<file path="src/rtl/wb_arb_pkg.sv">
// Shared types for the register-file write-port arbiter: FSM states, pending
// mul/div entry payload and statistics helpers.
package wb_arb_pkg;

  localparam int unsigned STAT_W     = 16;
  localparam int unsigned ARB_DATA_W = 32;
  localparam int unsigned ARB_ADDR_W = 5;

  typedef enum logic [1:0] {
    IDLE  = 2'd0,
    PEND  = 2'd1,
    FORCE = 2'd2
  } arb_state_t;

  // Entry widths track the arbiter's default DATA_W/ADDR_W.
  typedef struct packed {
    logic [ARB_ADDR_W-1:0] addr;
    logic [ARB_DATA_W-1:0] data;
  } md_entry_t;

  function automatic logic [STAT_W-1:0] sat_add(input logic [STAT_W-1:0] base,
                                                input logic [STAT_W-1:0] inc);
    logic [STAT_W:0] sum;
    sum = {1'b0, base} + {1'b0, inc};
    return sum[STAT_W] ? {STAT_W{1'b1}} : sum[STAT_W-1:0];
  endfunction

endpackage

</file>
<file path="src/rtl/wb_pend_fifo.sv">
// Compacting register FIFO for pending mul/div results with per-entry kill.
// Kill-count output exists only when WB_ARB_STATS_EN is defined.
module wb_pend_fifo
  import wb_arb_pkg::*;
#(
  parameter int unsigned DEPTH = 2,
  parameter int unsigned CNT_W = $clog2(DEPTH + 1)
) (
  input  logic                  clk,
  input  logic                  reset,
  input  logic                  push,
  input  md_entry_t             push_entry,
  input  logic                  pop,
  input  logic                  kill_en,
  input  logic [ARB_ADDR_W-1:0] kill_addr,
`ifdef WB_ARB_STATS_EN
  output logic [STAT_W-1:0]     kill_cnt_c,
`endif
  output logic                  head_valid,
  output md_entry_t             head,
  output logic                  head_kill_c,
  output logic                  nonempty_nxt_c,
  output logic [CNT_W-1:0]      count
);

  md_entry_t        ent_q [DEPTH];
  md_entry_t        ent_d [DEPTH];
  logic [DEPTH-1:0] vld_q;
  logic [DEPTH-1:0] vld_d;
  logic [DEPTH-1:0] kill_hit;
  logic [CNT_W-1:0] count_d;
  logic             push_kill;
  logic             push_keep;

  // Address match against every stored entry and the incoming one.
  always_comb begin
    for (int i = 0; i < DEPTH; i++) begin
      kill_hit[i] = vld_q[i] && kill_en && (ent_q[i].addr == kill_addr);
    end
    push_kill = push && kill_en && (push_entry.addr == kill_addr);
    push_keep = push && !push_kill && (push_entry.addr != '0);
  end

  // Survivors slide toward slot 0, so the head is always slot 0.
  always_comb begin
    count_d = '0;
    vld_d   = '0;
    ent_d   = ent_q;
    for (int i = 0; i < DEPTH; i++) begin
      if (vld_q[i] && !kill_hit[i] && !(pop && (i == 0))) begin
        for (int j = 0; j < DEPTH; j++) begin
          if (count_d == CNT_W'(j)) begin
            ent_d[j] = ent_q[i];
            vld_d[j] = 1'b1;
          end
        end
        count_d = count_d + CNT_W'(1);
      end
    end
    if (push_keep) begin
      for (int j = 0; j < DEPTH; j++) begin
        if (count_d == CNT_W'(j)) begin
          ent_d[j] = push_entry;
          vld_d[j] = 1'b1;
        end
      end
      count_d = count_d + CNT_W'(1);
    end
  end

  always_ff @(posedge clk or posedge reset) begin
    if (reset) begin
      vld_q <= '0;
      count <= '0;
      for (int i = 0; i < DEPTH; i++) begin
        ent_q[i] <= '0;
      end
    end else begin
      vld_q <= vld_d;
      count <= count_d;
      ent_q <= ent_d;
    end
  end

`ifdef WB_ARB_STATS_EN
  always_comb begin
    kill_cnt_c = STAT_W'(push_kill);
    for (int i = 0; i < DEPTH; i++) begin
      kill_cnt_c = kill_cnt_c + STAT_W'(kill_hit[i]);
    end
  end
`endif

  assign head_valid     = vld_q[0];
  assign head           = ent_q[0];
  assign head_kill_c    = kill_hit[0];
  assign nonempty_nxt_c = vld_d[0];

endmodule

</file>
<file path="src/rtl/wb_port_arbiter.sv">
// Arbitrates the register-file write port between MEM/WB writeback and queued
// mul/div results, stalling the pipeline when the queue head starves.
// Statistics counters are built only when WB_ARB_STATS_EN is defined.
module wb_port_arbiter
  import wb_arb_pkg::*;
#(
  parameter int unsigned DATA_W     = 32,
  parameter int unsigned ADDR_W     = 5,
  parameter int unsigned FIFO_DEPTH = 2,
  parameter int unsigned MAX_WAIT   = 4
) (
  input  logic              clk,
  input  logic              reset,
  input  logic              wb_reg_write,
  input  logic              wb_mem_to_reg,
  input  logic [DATA_W-1:0] wb_read_data,
  input  logic [DATA_W-1:0] wb_write_data,
  input  logic [ADDR_W-1:0] wb_write_reg_addr,
  input  logic              md_valid,
  output logic              md_ready,
  input  logic [DATA_W-1:0] md_data,
  input  logic [ADDR_W-1:0] md_addr,
  output logic              rf_we,
  output logic [ADDR_W-1:0] rf_waddr,
  output logic [DATA_W-1:0] rf_wdata,
  output logic              stall_pipe,
  output logic [STAT_W-1:0] stat_md_writes,
  output logic [STAT_W-1:0] stat_stall_cycles,
  output logic [STAT_W-1:0] stat_kills
);

  localparam int unsigned CNT_W  = $clog2(FIFO_DEPTH + 1);
  localparam int unsigned WAIT_W = $clog2(MAX_WAIT + 1);

  arb_state_t        state_q, state_d;
  logic [WAIT_W-1:0] wait_q, wait_d;

  logic              pipe_active;
  logic              force_c;
  logic              pipe_grant;
  logic              fifo_grant;
  logic              push;
  md_entry_t         push_entry;
  md_entry_t         head;
  logic              head_valid;
  logic              head_kill;
  logic              nonempty_nxt;
  logic [CNT_W-1:0]  fifo_count;
`ifdef WB_ARB_STATS_EN
  logic [STAT_W-1:0] kill_cnt;
`endif

  // Address-0 writes leave the port idle for draining.
  assign pipe_active = wb_reg_write && (wb_write_reg_addr != '0);
  assign force_c     = (state_q == FORCE);
  assign pipe_grant  = pipe_active && !force_c;
  assign fifo_grant  = head_valid && (force_c || !pipe_active);
  assign md_ready    = (fifo_count < CNT_W'(FIFO_DEPTH));
  assign push        = md_valid && md_ready;
  assign stall_pipe  = force_c;

  always_comb begin
    push_entry      = '0;
    push_entry.addr = ARB_ADDR_W'(md_addr);
    push_entry.data = ARB_DATA_W'(md_data);
  end

  wb_pend_fifo #(
    .DEPTH (FIFO_DEPTH),
    .CNT_W (CNT_W)
  ) u_pend_fifo (
    .clk            (clk),
    .reset          (reset),
    .push           (push),
    .push_entry     (push_entry),
    .pop            (fifo_grant),
    .kill_en        (pipe_grant),
    .kill_addr      (ARB_ADDR_W'(wb_write_reg_addr)),
`ifdef WB_ARB_STATS_EN
    .kill_cnt_c     (kill_cnt),
`endif
    .head_valid     (head_valid),
    .head           (head),
    .head_kill_c    (head_kill),
    .nonempty_nxt_c (nonempty_nxt),
    .count          (fifo_count)
  );

  // Write-port mux: pipeline first unless a forced head write is in progress.
  always_comb begin
    rf_we    = 1'b0;
    rf_waddr = '0;
    rf_wdata = '0;
    if (pipe_grant) begin
      rf_we    = 1'b1;
      rf_waddr = wb_write_reg_addr;
      rf_wdata = wb_mem_to_reg ? wb_read_data : wb_write_data;
    end else if (fifo_grant) begin
      rf_we    = 1'b1;
      rf_waddr = ADDR_W'(head.addr);
      rf_wdata = DATA_W'(head.data);
    end
  end

  always_ff @(posedge clk or posedge reset) begin
    if (reset) begin
      state_q <= IDLE;
      wait_q  <= '0;
    end else begin
      state_q <= state_d;
      wait_q  <= wait_d;
    end
  end

  // Starvation tracking: the counter runs only while the head is blocked.
  always_comb begin
    state_d = state_q;
    wait_d  = wait_q;
    case (state_q)
      IDLE: begin
        wait_d = '0;
        if (nonempty_nxt) state_d = PEND;
      end
      PEND: begin
        if (!nonempty_nxt) begin
          state_d = IDLE;
          wait_d  = '0;
        end else if (fifo_grant || head_kill) begin
          wait_d = '0;
        end else if (pipe_active) begin
          wait_d = wait_q + WAIT_W'(1);
          if (wait_q + WAIT_W'(1) == WAIT_W'(MAX_WAIT)) state_d = FORCE;
        end
      end
      FORCE: begin
        wait_d  = '0;
        state_d = nonempty_nxt ? PEND : IDLE;
      end
      default: begin
        state_d = IDLE;
        wait_d  = '0;
      end
    endcase
  end

`ifdef WB_ARB_STATS_EN
  logic [STAT_W-1:0] md_writes_q, stall_cycles_q, kills_q;

  always_ff @(posedge clk or posedge reset) begin
    if (reset) begin
      md_writes_q    <= '0;
      stall_cycles_q <= '0;
      kills_q        <= '0;
    end else begin
      if (fifo_grant) md_writes_q <= sat_add(md_writes_q, STAT_W'(1));
      if (force_c) stall_cycles_q <= sat_add(stall_cycles_q, STAT_W'(1));
      if (kill_cnt != '0) kills_q <= sat_add(kills_q, kill_cnt);
    end
  end

  assign stat_md_writes    = md_writes_q;
  assign stat_stall_cycles = stall_cycles_q;
  assign stat_kills        = kills_q;
`else
  assign stat_md_writes    = '0;
  assign stat_stall_cycles = '0;
  assign stat_kills        = '0;
`endif

endmodule

</file>
<file path="config.mk">
export PLATFORM = sky130hd
export DESIGN_NAME = wb_port_arbiter
export DESIGN_NICKNAME = d
export VERILOG_FILES = /design/src/rtl/wb_arb_pkg.sv /design/src/rtl/wb_pend_fifo.sv /design/src/rtl/wb_port_arbiter.sv
export SDC_FILE = /design/constraint.sdc
export NUM_CORES = 1
export LEC_CHECK = 0
export BUFFER_PORTS_ARGS = -buffer_cell sky130_fd_sc_hd__buf_4
export CAP_MARGIN = 20
export CORE_MARGIN = 2
export CORE_UTILIZATION = 35
export DETAILED_ROUTE_END_ITERATION = 10
export PLACE_DENSITY_LB_ADDON = 0.12
export SYNTH_ARGS = -nofsm -noshare
export SYNTH_HDL_FRONTEND = slang
export SYNTH_SLANG_ARGS = --single-unit
</file>
<file path="constraint.sdc">
create_clock -name clk -period 2.85 [get_ports clk]
set_clock_uncertainty 0.15 [all_clocks]
set_input_delay 0.7125 -clock clk [delete_from_list [all_inputs] [get_ports clk]]
set_output_delay 0.7125 -clock clk [all_outputs]
set_load 0.02 [all_outputs]
</file>
Yosys cells after proc, flatten, opt, wreduce, memory -nomap -nowiden
Cells that the tools add are included.
Operators by class
  add/sub/neg operators: 3
  magnitude comparators: 1
  eq/ne operators: 13
  muxes and demuxes: 33
  reductions and logical operators: 29
Operator list (count)
  two-way mux 74 bit: 2
  two-way mux 37 bit: 3
  two-way mux 32 bit: 3
  two-way mux 2 bit: 9
  == test 5 bit: 3
  logical AND 1 bit: 15
  two-way mux 3 bit: 4
  two-way mux 5 bit: 2
  nonzero test 5 bit: 2
  two-way mux 1 bit: 9
  != test 3 bit (second input constant): 3
  logical NOT 1 bit: 6
  logical NOT 2 bit: 3
  case mux 2 bit (3 select lines): 1
  == test 2 x 1 -> 1 bit (second input constant): 2
  != test 4 bit (second input constant): 1
  AND reduction 4 bit: 1
  adder 3 x 1 -> 3 bit (second input constant): 1
  == test 3 bit (second input constant): 1
  adder 1 x 1 -> 2 bit (second input constant): 1
  adder 2 x 1 -> 2 bit (second input constant): 1
  == test 2 bit (second input constant): 1
  logical OR 1 bit: 2
  less-than comparator 2 bit (second input constant): 1
  other kinds (2): 2
Word-level totals
  register bits after elaboration: 83
  bits of input ports: 111
  output and inout bits: 88

Logic depth before layout (Yosys ltp)
Gate-level depths: netlist of run 1.
  depth in word-level cells: 16
  gate-level depth with buffers: 13

Cells and area by module
Synthesis of run 1 repeated with hierarchy kept, for this count alone.
Second synthesis, totals
  cell total of the unflattened synthesis: 614
  area total of the unflattened synthesis: 5489.0 um^2
Modules (own cells, without submodules)
  wb_pend_fifo: times used 1, cells an instance 369, area each 3853.7 um^2, sequential area each 1926.8 um^2
  wb_port_arbiter: times used 1, cells an instance 245, area each 1635.3 um^2, sequential area each 125.1 um^2

Worst setup path after synthesis of run 1
Ideal clock, no wire load.
  path kind: input to register
  start: in wb_write_reg_addr[0]
  end: reg u_pend_fifo.ent_q (netlist bit u_pend_fifo.head[10])
  setup time: 82 ps
  data arrival time: 3308 ps
  path slack: -690 ps
  stages on the path: 13
  cells stage by stage: clkbuf_1 xnor2_1 nand2_1 o41a_1 inv_1 clkbuf_1 clkbuf_1 ha_1 o2111ai_1 or2_2 clkbuf_1 buf_1 a31oi_1
RTL lines
  start, declared: line wb_port_arbiter.sv:18  | input logic [ADDR_W-1:0] wb_write_reg_addr,
  end signal, assigned: line wb_pend_fifo.sv:81  | ent_q <= ent_d;
  end, declared: line wb_pend_fifo.sv:26  | md_entry_t ent_q [DEPTH];

Final worst setup path of run 1
  start: in wb_write_reg_addr[1]
  end: out rf_wdata[12]
On the way
  word-level cells in the longest chain between the ends: 7
  elaborated cells between the ends (all ways): 8
RTL lines
  nonzero test 5 bit (*): line wb_port_arbiter.sv:54  | assign pipe_active = wb_reg_write && (wb_write_reg_addr != '0);
  logical AND 1 bit (*): line wb_port_arbiter.sv:54
  logical NOT 1 bit: line wb_port_arbiter.sv:57  | assign fifo_grant = head_valid && (force_c || !pipe_active);
  logical OR 1 bit: line wb_port_arbiter.sv:57
  logical AND 1 bit: line wb_port_arbiter.sv:57
  two-way mux 32 bit: line wb_port_arbiter.sv:98  | end else if (fifo_grant) begin
  two-way mux 32 bit (*): line wb_port_arbiter.sv:94  | if (pipe_grant) begin
  end, declared: line wb_port_arbiter.sv:25  | output logic [DATA_W-1:0] rf_wdata,
Every way passes the cells marked *; elsewhere a longest branch is shown, timed or not.

==> summary.md, run 1 <==
| Metric | Value |
|---|---|
| Status | finished with violations |
| Failing checks | setup timing |
| Die span in y | 125 µm |
| Tcrit/Tclk final | 113% |
| Reg power frac | 28.8% |
| Gr ovfl total | 0 |
| Clk root buf | clkbuf_16 |
| Commonest non-fill, non-tap cells in the layout | buf_4 (173), dfrtp_1 (81), nand3_1 (74) |
| Final hold violations | 0 |
| Detailed-placement wirelength estimate | 10.1 mm |
| Startpoint type of the worst setup path | input pin |
| Nets | 830 |
| Placed insts | 858 |
| Total Die Area | 0.0156 mm² |
| Most common cell after layout, fill and taps aside | buf_4 |
| Non-Filler Instances | 903 |
| Cell Pwr Density | 947 mW/mm² |
| Mapped Cells | 537 |
| Dominant cell type by area after synthesis | dfrtp_1 |
| Max_cap viols | 0 |
| WP data arrival | 2.34 ns |
| IO Port Bufs | 150 |
| Row cnt | 44 |
| Pleak | 3.55 nW |
| Worst-Margin Slew | 0.541 ns |
| Layout Utilization | 53.1% |
| Mean post-synth cell area | 9.50 µm² |
| Number of global-route vias before repair | 4904 |
| Hold Slack | 0.237 ns |
| Post-synth cell types | 37 |
| Area share of the largest cell type after synthesis | 39.7% |
| Crit-path max FO | 14 |
| Final min period | 3.21 ns |
| Reg area | 0.00203 mm² |
| GR Util All Layers | 21.5% |
| Synth Cell Area | 0.00510 mm² |
| Largest net degree at the start of global routing | 46 |
| Part of the power in combinational logic | 53.3% |
| Post-synthesis sequential area ratio | 39.7% |
| Unrepaired setup endpoints after global routing | yes |
| Clock buffer depth | 2 |
| Slew margin rel. | 63.9% |
| Synthesized flop and latch total | 81 |
| Placer Congestion | 0.886 |
| Critical path class | input pin to output port |
| Num Clock Sinks | 81 |
| Reported net switching power | 2.81 mW |
| Initial Util | 35.5% |
| N_diodes | 0 |
| Layout fillers | 1312 |
| Final Routed Wirelength | 18.0 mm |
| Antenna violations before repair | 0 |
| Layout cell share with drive strength beyond 1 | 44.6% |
| Drt drc | 0 |
| Number of synthesized flops with an enable pin | 0 |
| Clock transition at path regs | 0.07 ns |
| Fmax | 312 MHz |
| Sw Ratio | 38.9% |
| Wire per inst | 19.9 µm |
| Crit end category | output port |
| H-tree Lvls | 3 |
| R2R setup slack | -0.22 ns |
| Via/cell ratio | 5.31 |
| Antenna viol nets, final | 0 |
| Final WS setup | -0.357 ns |
| Worst-skew pair later-pin latency | 0.34 ns |
| Ys Warns | 0 |
| Via count | 4791 |
| First-pass GRT wire length | 26.7 mm |
| Max Transition Viols Final | 0 |
| Drt first pass iters | 4 |
| Final setup vio count | 114 |
| Synth area leaders | dfrtp_1 (40%), mux2_4 (8.8%), nand3_1 (7.4%) |
| Dpl ws | -0.659 ns |
| Synth Flop Type | dfrtp_1 |
| Ports | 199 |
| Die width | 125 µm |
| CTS tree | done |
| Pint | 4.41 mW |
| Min-Delay Path Class | input pin to async pin |
| Async SR Flop Fraction | 100% |
| Area of the multi-input gates | 0.00303 mm² |
| Hold buffer count at CTS | 0 |
| CTS Buf Count | 9 |
| Drt initial violations | 363 |
| Peak VDD IR | 464 µV |
| Core footprint | 0.0144 mm² |
| Clock power frac | 17.9% |
| Area Overhead vs Synth | 49.4% |
| Worst EP required | 1.99 ns |
==> power groups by stage <==
stage	logic (mW)	clock network, mW	registers (mW)
2_1_floorplan	2.28	0	1.98
3_3_place_gp	2.98	0	2.08
3_5_place_dp	3.06	0	2.08
4_1_cts	3.40	1.31	2.07
5_1_grt	4.09	1.36	2.15
6_report	3.85	1.29	2.08
==> registers in the layout, summed over array words and instances (netlist names) <==
signal,count
u_pend_fifo.vld_q,1
u_pend_fifo.head,37
u_pend_fifo.count,1
u_pend_fifo.ent_q,37
state_q,2
wait_q,3
==> layer usage <==
layer / global-route usage, % / up-vias / share of wire, %
met3: 5.11 / 18 / 6.1
li1: - / 2216 / -
met4: 7.07 / 0 / 1.4
met2: 34.3 / 170 / 48
met5: 0 / - / 0
met1: 28.8 / 2387 / 44
==> metrics by stage <==
step	setup TNS (ns)	power, mW	cell area, µm²
after floorplan	-39.51	4.26	5460
after global placement	-59.84	5.06	6480
after detailed placement	-63.50	5.14	6480
after CTS	-18.47	6.78	7190
after global routing	-33.29	7.60	7630
final	-28.29	7.22	7630
==> worst max-delay path, cell delays in order <==
cell and delay (ns):
buf_6 0.09, or4_4 0.55, o211ai_4 0.25, buf_12 0.20, buf_12 0.15, nand3_1 0.11
o21ai_2 0.12, buf_6 0.14
==> cells in the mapped netlist (3+ instances only) <==
master,instances
a31oi_1,37
buf_1,5
buf_4,49
buf_6,3
clkbuf_1,40
dfrtp_1,81
ha_1,5
inv_1,11
mux2_2,7
mux2_4,30
mux2i_1,33
nand2_1,6
nand3_1,75
nor3_1,38
nor4_1,5
o21ai_0,74
xnor2_1,8
xor2_1,10
==> final cells by class <==
type	count	share of cell area, %
Tap cell	184	3.02
Timing Repair Buffer	209	25.8
Sequential cell	81	26.6
Clock buffer	9	2.95
Multi-Input combinational cell	402	39.7
Clock inverter	7	1.33
Inverter	11	0.591
==> repair_timing <==
| item | 4_1_cts | 5_1_grt |
|---|---|---|
| buffers inserted | 6 | 4 |
| hold endpoints to repair | 0 | 0 |
| pin swaps | 3 | 0 |
| endpoints found under the setup margin | 116 | 116 |
| gates resized for setup | 35 | 52 |
| cloned | 10 | 9 |
==> path summary, 6_finish.rpt <==
path,start,to,depth (start not counted)
setup / recovery,wb_write_reg_addr[1],rf_wdata[12],8
hold / removal,reset,u_pend_fifo.head[3],2
setup reg to reg,state_q[1],u_pend_fifo.ent_q[23],9
hold reg to reg,u_pend_fifo.ent_q[28],u_pend_fifo.ent_q[28],1
max in group asynchronous,reset,u_pend_fifo.head[17],3
min in group clk,u_pend_fifo.ent_q[28],u_pend_fifo.ent_q[28],1
==> cells by family (layout without fill, tap and decap cells) <==
family / after synthesis / count (layout) / share of synthesized area (%)
and+or+nand+nor: 132 / 139 / 13.2
buffers and inverters: 108 / 236 / 12.0
muxes: 70 / 70 / 16.8
adders and majority gates: 5 / 5 / 1.23
AOI/OAI and AO/OA: 122 / 122 / 13.9
DFF: 81 / 81 / 39.7
xor gates and xnor gates: 18 / 18 / 3.09
other: 1 / 48 / 0.0735
Power figures use the tool's default switching activity.
==> inputs of run 2 (changes only) <==
CTS_CLUSTER_SIZE = 20   (was not set)
RECOVER_POWER = 100   (was not set)
==> run 2 against run 1 <==
  * The run still ends with setup timing left
  * Non-clock buffer count did not move
  * Setup slack better by 0.0041 ns
  * Highest routed layer unchanged
  * Via count fell by 0.44%
  * Sequential cell count stayed put
  * Sequential power about the same
  * Cell count did not move
  * Power shrank 0.25%
  * Maximum frequency up 0.13%
  * Clock power about the same
  * Combinational power barely moved
  * Register-to-register slack about the same
==> summary.md, run 2 (same netlist as run 1, synthesis figures left out) <==
| Metric | Value |
|---|---|
| Drt initial violations | 338 |
| Status | finished with violations |
| Die width | 125 µm |
| Startpoint type of the worst setup path | input pin |
| Layout cell share with drive strength beyond 1 | 44.2% |
| CTS tree | done |
| Layout fillers | 1319 |
| Via/cell ratio | 5.28 |
| Total power | 7.21 mW |
| Peak VDD IR | 459 µV |
| Critical path's slowest cell | or4_4 |
| Max stage delay on crit path | 0.55 ns |
| Post-route setup TNS | -28.08 ns |
| Cell Area, Placed | 0.00648 mm² |
| Via count | 4770 |
| Placer Congestion | 0.886 |
| WP depth | 8 |
| GR Util All Layers | 21.5% |
| Final WS setup | -0.353 ns |
| Hold buffer count at CTS | 0 |
| Final hold violations | 0 |
| Final setup vio count | 114 |
| Final Routed Wirelength | 17.9 mm |
| Crit end category | output port |
| Drt first pass iters | 6 |
| Final min period | 3.20 ns |
| Non-Filler Instances | 903 |
| Initial Util | 35.5% |
| Cell Pwr Density | 948 mW/mm² |
| Clk root buf | clkbuf_16 |
| H-tree Lvls | 3 |
| Area Overhead vs Synth | 48.9% |
| Worst-skew pair later-pin latency | 0.34 ns |
| Die span in y | 125 µm |
| Unrepaired setup endpoints after global routing | yes |
| Detailed-placement wirelength estimate | 10.1 mm |
| Hold Slack | 0.354 ns |
| Max Transition Viols Final | 0 |
| CP Cell Sequence | buf_6, or4_4, o211ai_4, buf_12, buf_12, nand3_1, o21ai_2, buf_6 |
| First-pass GRT wire length | 26.7 mm |
| Post-route cell area | 0.00760 mm² |
| Gr ovfl total | 0 |
| Most common cell after layout, fill and taps aside | buf_4 |
| Antenna violations before repair | 0 |
| N_diodes | 0 |
| Crit path max-delay family | simple AND/OR/NAND/NOR gates |
| Commonest non-fill, non-tap cells in the layout | buf_4 (169), dfrtp_1 (81), nand3_1 (74) |
| Crit-path max FO | 14 |
| Largest net degree at the start of global routing | 46 |
| Max_cap viols | 0 |
| IO Port Bufs | 150 |
| Number of global-route vias before repair | 4904 |
| Tcrit/Tclk final | 112% |
| Worst-Margin Slew | 1.29 ns |
| Min-Delay Path Class | input pin to async pin |
| Wire per inst | 19.9 µm |
| WP data arrival | 2.34 ns |
| Slew margin rel. | 14.3% |
| CTS Buf Count | 9 |
| Nets | 830 |
| Antenna viol nets, final | 0 |
| Failing checks | setup timing |
| Total Die Area | 0.0156 mm² |
| Placed insts | 858 |
| Pleak | 3.54 nW |
| Drt drc | 0 |
| Critical path class | input pin to output port |
| Clock transition at path regs | 0.07 ns |
| Worst R2R Path Depth | 9 |
| Core footprint | 0.0144 mm² |
| Num Clock Sinks | 81 |
| Worst EP required | 1.99 ns |
| Row cnt | 44 |
| Buf/Inv on CP | 4 |
| Clock buffer depth | 2 |
| Ports | 199 |
| Fmax | 312 MHz |
-- run 2: power by group --
group | switching, mW | total, mW | internal [mW]
logic | 1.94 | 3.83 | 1.89
clock network | 0.513 | 1.29 | 0.779
registers | 0.349 | 2.08 | 1.73
-- run 2: final timing paths --
| check | endpoint | start | slack (ns) |
|---|---|---|---|
| min in group clk | u_pend_fifo.ent_q[27] | u_pend_fifo.ent_q[27] | 0.36 |
| min | u_pend_fifo.head[3] | reset | 0.35 |
| max in group asynchronous | u_pend_fifo.head[17] | reset | 0.58 |
| max reg2reg | u_pend_fifo.ent_q[23] | state_q[1] | -0.21 |
| max | rf_wdata[12] | wb_write_reg_addr[1] | -0.35 |
| min reg2reg | u_pend_fifo.ent_q[27] | u_pend_fifo.ent_q[27] | 0.36 |
-- run 2: stage by stage --
stage | setup slack [ns] | util, %
finish | -0.353 | 52.9
CTS | -0.308 | 50.0
floorplan | -0.590 | -
global placement | -0.615 | 45.1
global route | -0.393 | 52.9
detailed placement | -0.659 | 45.1
-- run 2: per-layer routing --
| metal | up-vias | global-route usage [%] | part of all wire, % |
|---|---|---|---|
| li1 | 2221 | - | - |
| met5 | - | 0 | 0 |
| met4 | 0 | 7.07 | 1.4 |
| met1 | 2348 | 28.8 | 44 |
| met2 | 184 | 34.3 | 48 |
| met3 | 17 | 5.11 | 6.2 |
-- run 2: final cells by class --
class / instances / area [µm²] / share of cell area (%)
Sequential cell: 81 / 2030 / 26.7
Inverter: 11 / 42.5 / 0.560
Tap cell: 184 / 230 / 3.03
Clock inverter: 7 / 101 / 1.33
Multi-Input combinational cell: 402 / 3030 / 39.9
Clock buffer: 9 / 225 / 2.96
Timing Repair Buffer: 209 / 1940 / 25.6
-- run 2: repair_timing --
item | CTS | global route
pin swaps | 3 | 0
setup buffers | 6 | 4
gates resized for setup | 35 | 52
gates cloned | 10 | 9
endpoints found under the setup margin | 116 | 116
==> inputs of run 3 (changes only) <==
ABC_AREA = 1   (was not set)
==> run 3 against run 2 <==
  * The run ends with capacitance limit, slew limit left
  * Maximum frequency is 17% higher
  * Routed wire length decreased by 17%
  * Combinational power decreased by 30%
  * Sequential cell count did not move
  * Synthesized cell count is 38% higher
  * Clock power fell by 11%
  * Via count is 4.9% higher
  * Hold slack improved by 0.0039 ns
  * Non-clock buffer count is 37 lower
  * Global-route usage down 3.1 points
  * Cell count grew 19%
==> summary.md, run 3 <==
| Metric | Value |
|---|---|
| Pint | 3.32 mW |
| Hold buffer count at CTS | 0 |
| Worst EP required | 1.99 ns |
| Die width | 128 µm |
| Ports | 199 |
| Ys Warns | 0 |
| Post-CTS Setup Repair Bufs | 0 |
| Reg power frac | 32.8% |
| H-tree Lvls | 3 |
| Failing checks | capacitance limit, slew limit |
| Synthesized flop and latch total | 81 |
| Placed insts | 1057 |
| Fmax | 365 MHz |
| Final setup vio count | 0 |
| Detailed-placement wirelength estimate | 10.7 mm |
| First-pass GRT wire length | 23.9 mm |
| Num Clock Sinks | 81 |
| Hold Crit Depth | 2 |
| Crit-path max FO | 16 |
| Min-Delay Path Class | register to register |
| WP data arrival | 1.88 ns |
| Layout cell share with drive strength beyond 1 | 23.5% |
| Startpoint type of the worst setup path | input pin |
| Placer Congestion | 0.891 |
| Number of synthesized flops with an enable pin | 0 |
| Clk root buf | clkbuf_16 |
| Slew margin rel. | -0.153% |
| Clock transition at path regs | 0.06 ns |
| Most common cell after layout, fill and taps aside | nand2_1 |
| Drt drc | 0 |
| Total power | 5.70 mW |
| Final min period | 2.74 ns |
| Sw Ratio | 41.7% |
| Final Routed Wirelength | 14.8 mm |
| Die span in y | 128 µm |
| Nets | 996 |
| Layout fillers | 1570 |
| Area share of the largest cell type after synthesis | 37.7% |
| Post-synth cell types | 29 |
| Total Die Area | 0.0164 mm² |
| Clock power frac | 20.2% |
| Antenna viol nets, final | 0 |
| Wire per inst | 13.8 µm |
| Post-route setup TNS | 0 ns |
| Peak VDD IR | 392 µV |
| Area of the multi-input gates | 0.00236 mm² |
| IO Port Bufs | 150 |
| Number of global-route vias before repair | 4800 |
| CTS Buf Count | 9 |
| Worst R2R Path Depth | 13 |
| Drt first pass iters | 4 |
| Commonest non-fill, non-tap cells in the layout | nand2_1 (179), buf_4 (133), inv_1 (119) |
| Final hold violations | 0 |
| Clock buffer depth | 2 |
| GR Util All Layers | 18.4% |
| Antenna violations before repair | 0 |
| Max_cap viols | 1 |
| Reported net switching power | 2.38 mW |
| Reg area | 0.00203 mm² |
| Status | finished with violations |
| Via/cell ratio | 4.66 |
| Non-Filler Instances | 1073 |
| Gr ovfl total | 0 |
| Part of the power in combinational logic | 47.0% |
| Mapped Cells | 743 |
| Synth area leaders | dfrtp_1 (38%), nand2_1 (13%), inv_1 (8.4%) |
| Post-synthesis sequential area ratio | 37.7% |
| Unrepaired setup endpoints after global routing | no |
| Synth Cell Area | 0.00537 mm² |
| Crit Reg-Reg Startpoint | u_pend_fifo.head[33] |
| Drt initial violations | 305 |
| Worst setup path start | wb_write_reg_addr[0] |
| Largest net degree at the start of global routing | 56 |
| Hold path start | u_pend_fifo.ent_q[27] |
| Via count | 5005 |
| Crit end category | output port |
| Tcrit/Tclk final | 96.2% |
| Initial Util | 35.6% |
| N_diodes | 0 |
| Dominant cell type by area after synthesis | dfrtp_1 |
| Max Transition Viols Final | 26 |
| Area Overhead vs Synth | 23.0% |
| Most common cell in the synthesized netlist | nand2_1 |
| Top post-synthesis cells by count | nand2_1 (179), inv_1 (120), dfrtp_1 (81), buf_4 (54) |
| Row cnt | 45 |
| Mean post-synth cell area | 7.23 µm² |
| CTS tree | done |
| Async SR Flop Fraction | 100% |
| Post-CTS Resized | 0 |
| Critical path class | input pin to output port |
| Synth Flop Type | dfrtp_1 |
| Pleak | 3.73 nW |
| Cell Pwr Density | 863 mW/mm² |
| Core footprint | 0.0151 mm² |
| Worst-skew pair later-pin latency | 0.33 ns |
| Worst-Margin Slew | 1.50 ns |
==> run 3: critical path: stages <==
cell	delay [ns]
buf_4	0.13
nor2_1	0.11
nand3_1	0.14
nand3_4	0.13
nand2_2	0.10
buf_4	0.22
o22ai_1	0.14
clkbuf_2	0.19
==> run 3: kinds of logic after synthesis <==
kind of cell | Yosys count | share of synthesized area [%]
fa+ha+maj | 5 | 1.16
compound gates | 108 | 11.5
simple gates | 322 | 26.9
other cells | 1 | 0.0698
flops | 81 | 37.7
buf+inv | 217 | 21.2
xor+xnor | 9 | 1.47
==> run 3: power groups by stage <==
| stage | Combinational [mW] | Clock, mW | Sequential [mW] |
|---|---|---|---|
| after floorplan | 2.10 | 0 | 1.84 |
| after global placement | 2.74 | 0 | 1.89 |
| after detailed placement | 2.81 | 0 | 1.89 |
| after CTS | 2.82 | 1.18 | 1.87 |
| after global routing | 3.04 | 1.23 | 1.93 |
| final | 2.68 | 1.15 | 1.87 |
==> run 3: layer usage <==
layer  wire [µm]  track usage (%)  vias to the layer above
met2        7220             31.9                      173
met1        6610             24.3                     2285
met4         161             5.11                        0
met5           0                0                        -
met3         796             2.38                       15
li1            -                -                     2532
==> run 3: final cells by class <==
class,instances,area share [%]
flip-flops and latches,81,30.7
repair buffers,172,18.4
multi-input cells,492,35.8
well taps,188,3.56
inverters,124,7.10
clock buffers,10,3.62
clock inverters,6,0.871
==> run 3: stage by stage <==
| step | util (%) | area (µm²) | hold slack, ns | worst slack (ns) |
|---|---|---|---|---|
| floorplan | - | 5550 | 0.330 | 0.0537 |
| global placement | 42.8 | 6460 | 0.340 | 0.166 |
| detailed placement | 42.8 | 6460 | 0.350 | 0.153 |
| CTS | 44.8 | 6760 | 0.295 | 0.147 |
| global route | 43.8 | 6610 | 0.375 | 0.0369 |
| finish | 43.8 | 6610 | 0.357 | 0.109 |
==> run 3: final timing paths <==
kind,end,slack [ns]
setup / recovery,rf_wdata[7],0.11
hold / removal,u_pend_fifo.ent_q[27],0.36
setup reg to reg,u_pend_fifo.ent_q[8],0.45
hold reg to reg,u_pend_fifo.ent_q[27],0.36
max in group asynchronous,state_q[1],0.88
min in group asynchronous,u_pend_fifo.head[11],0.75
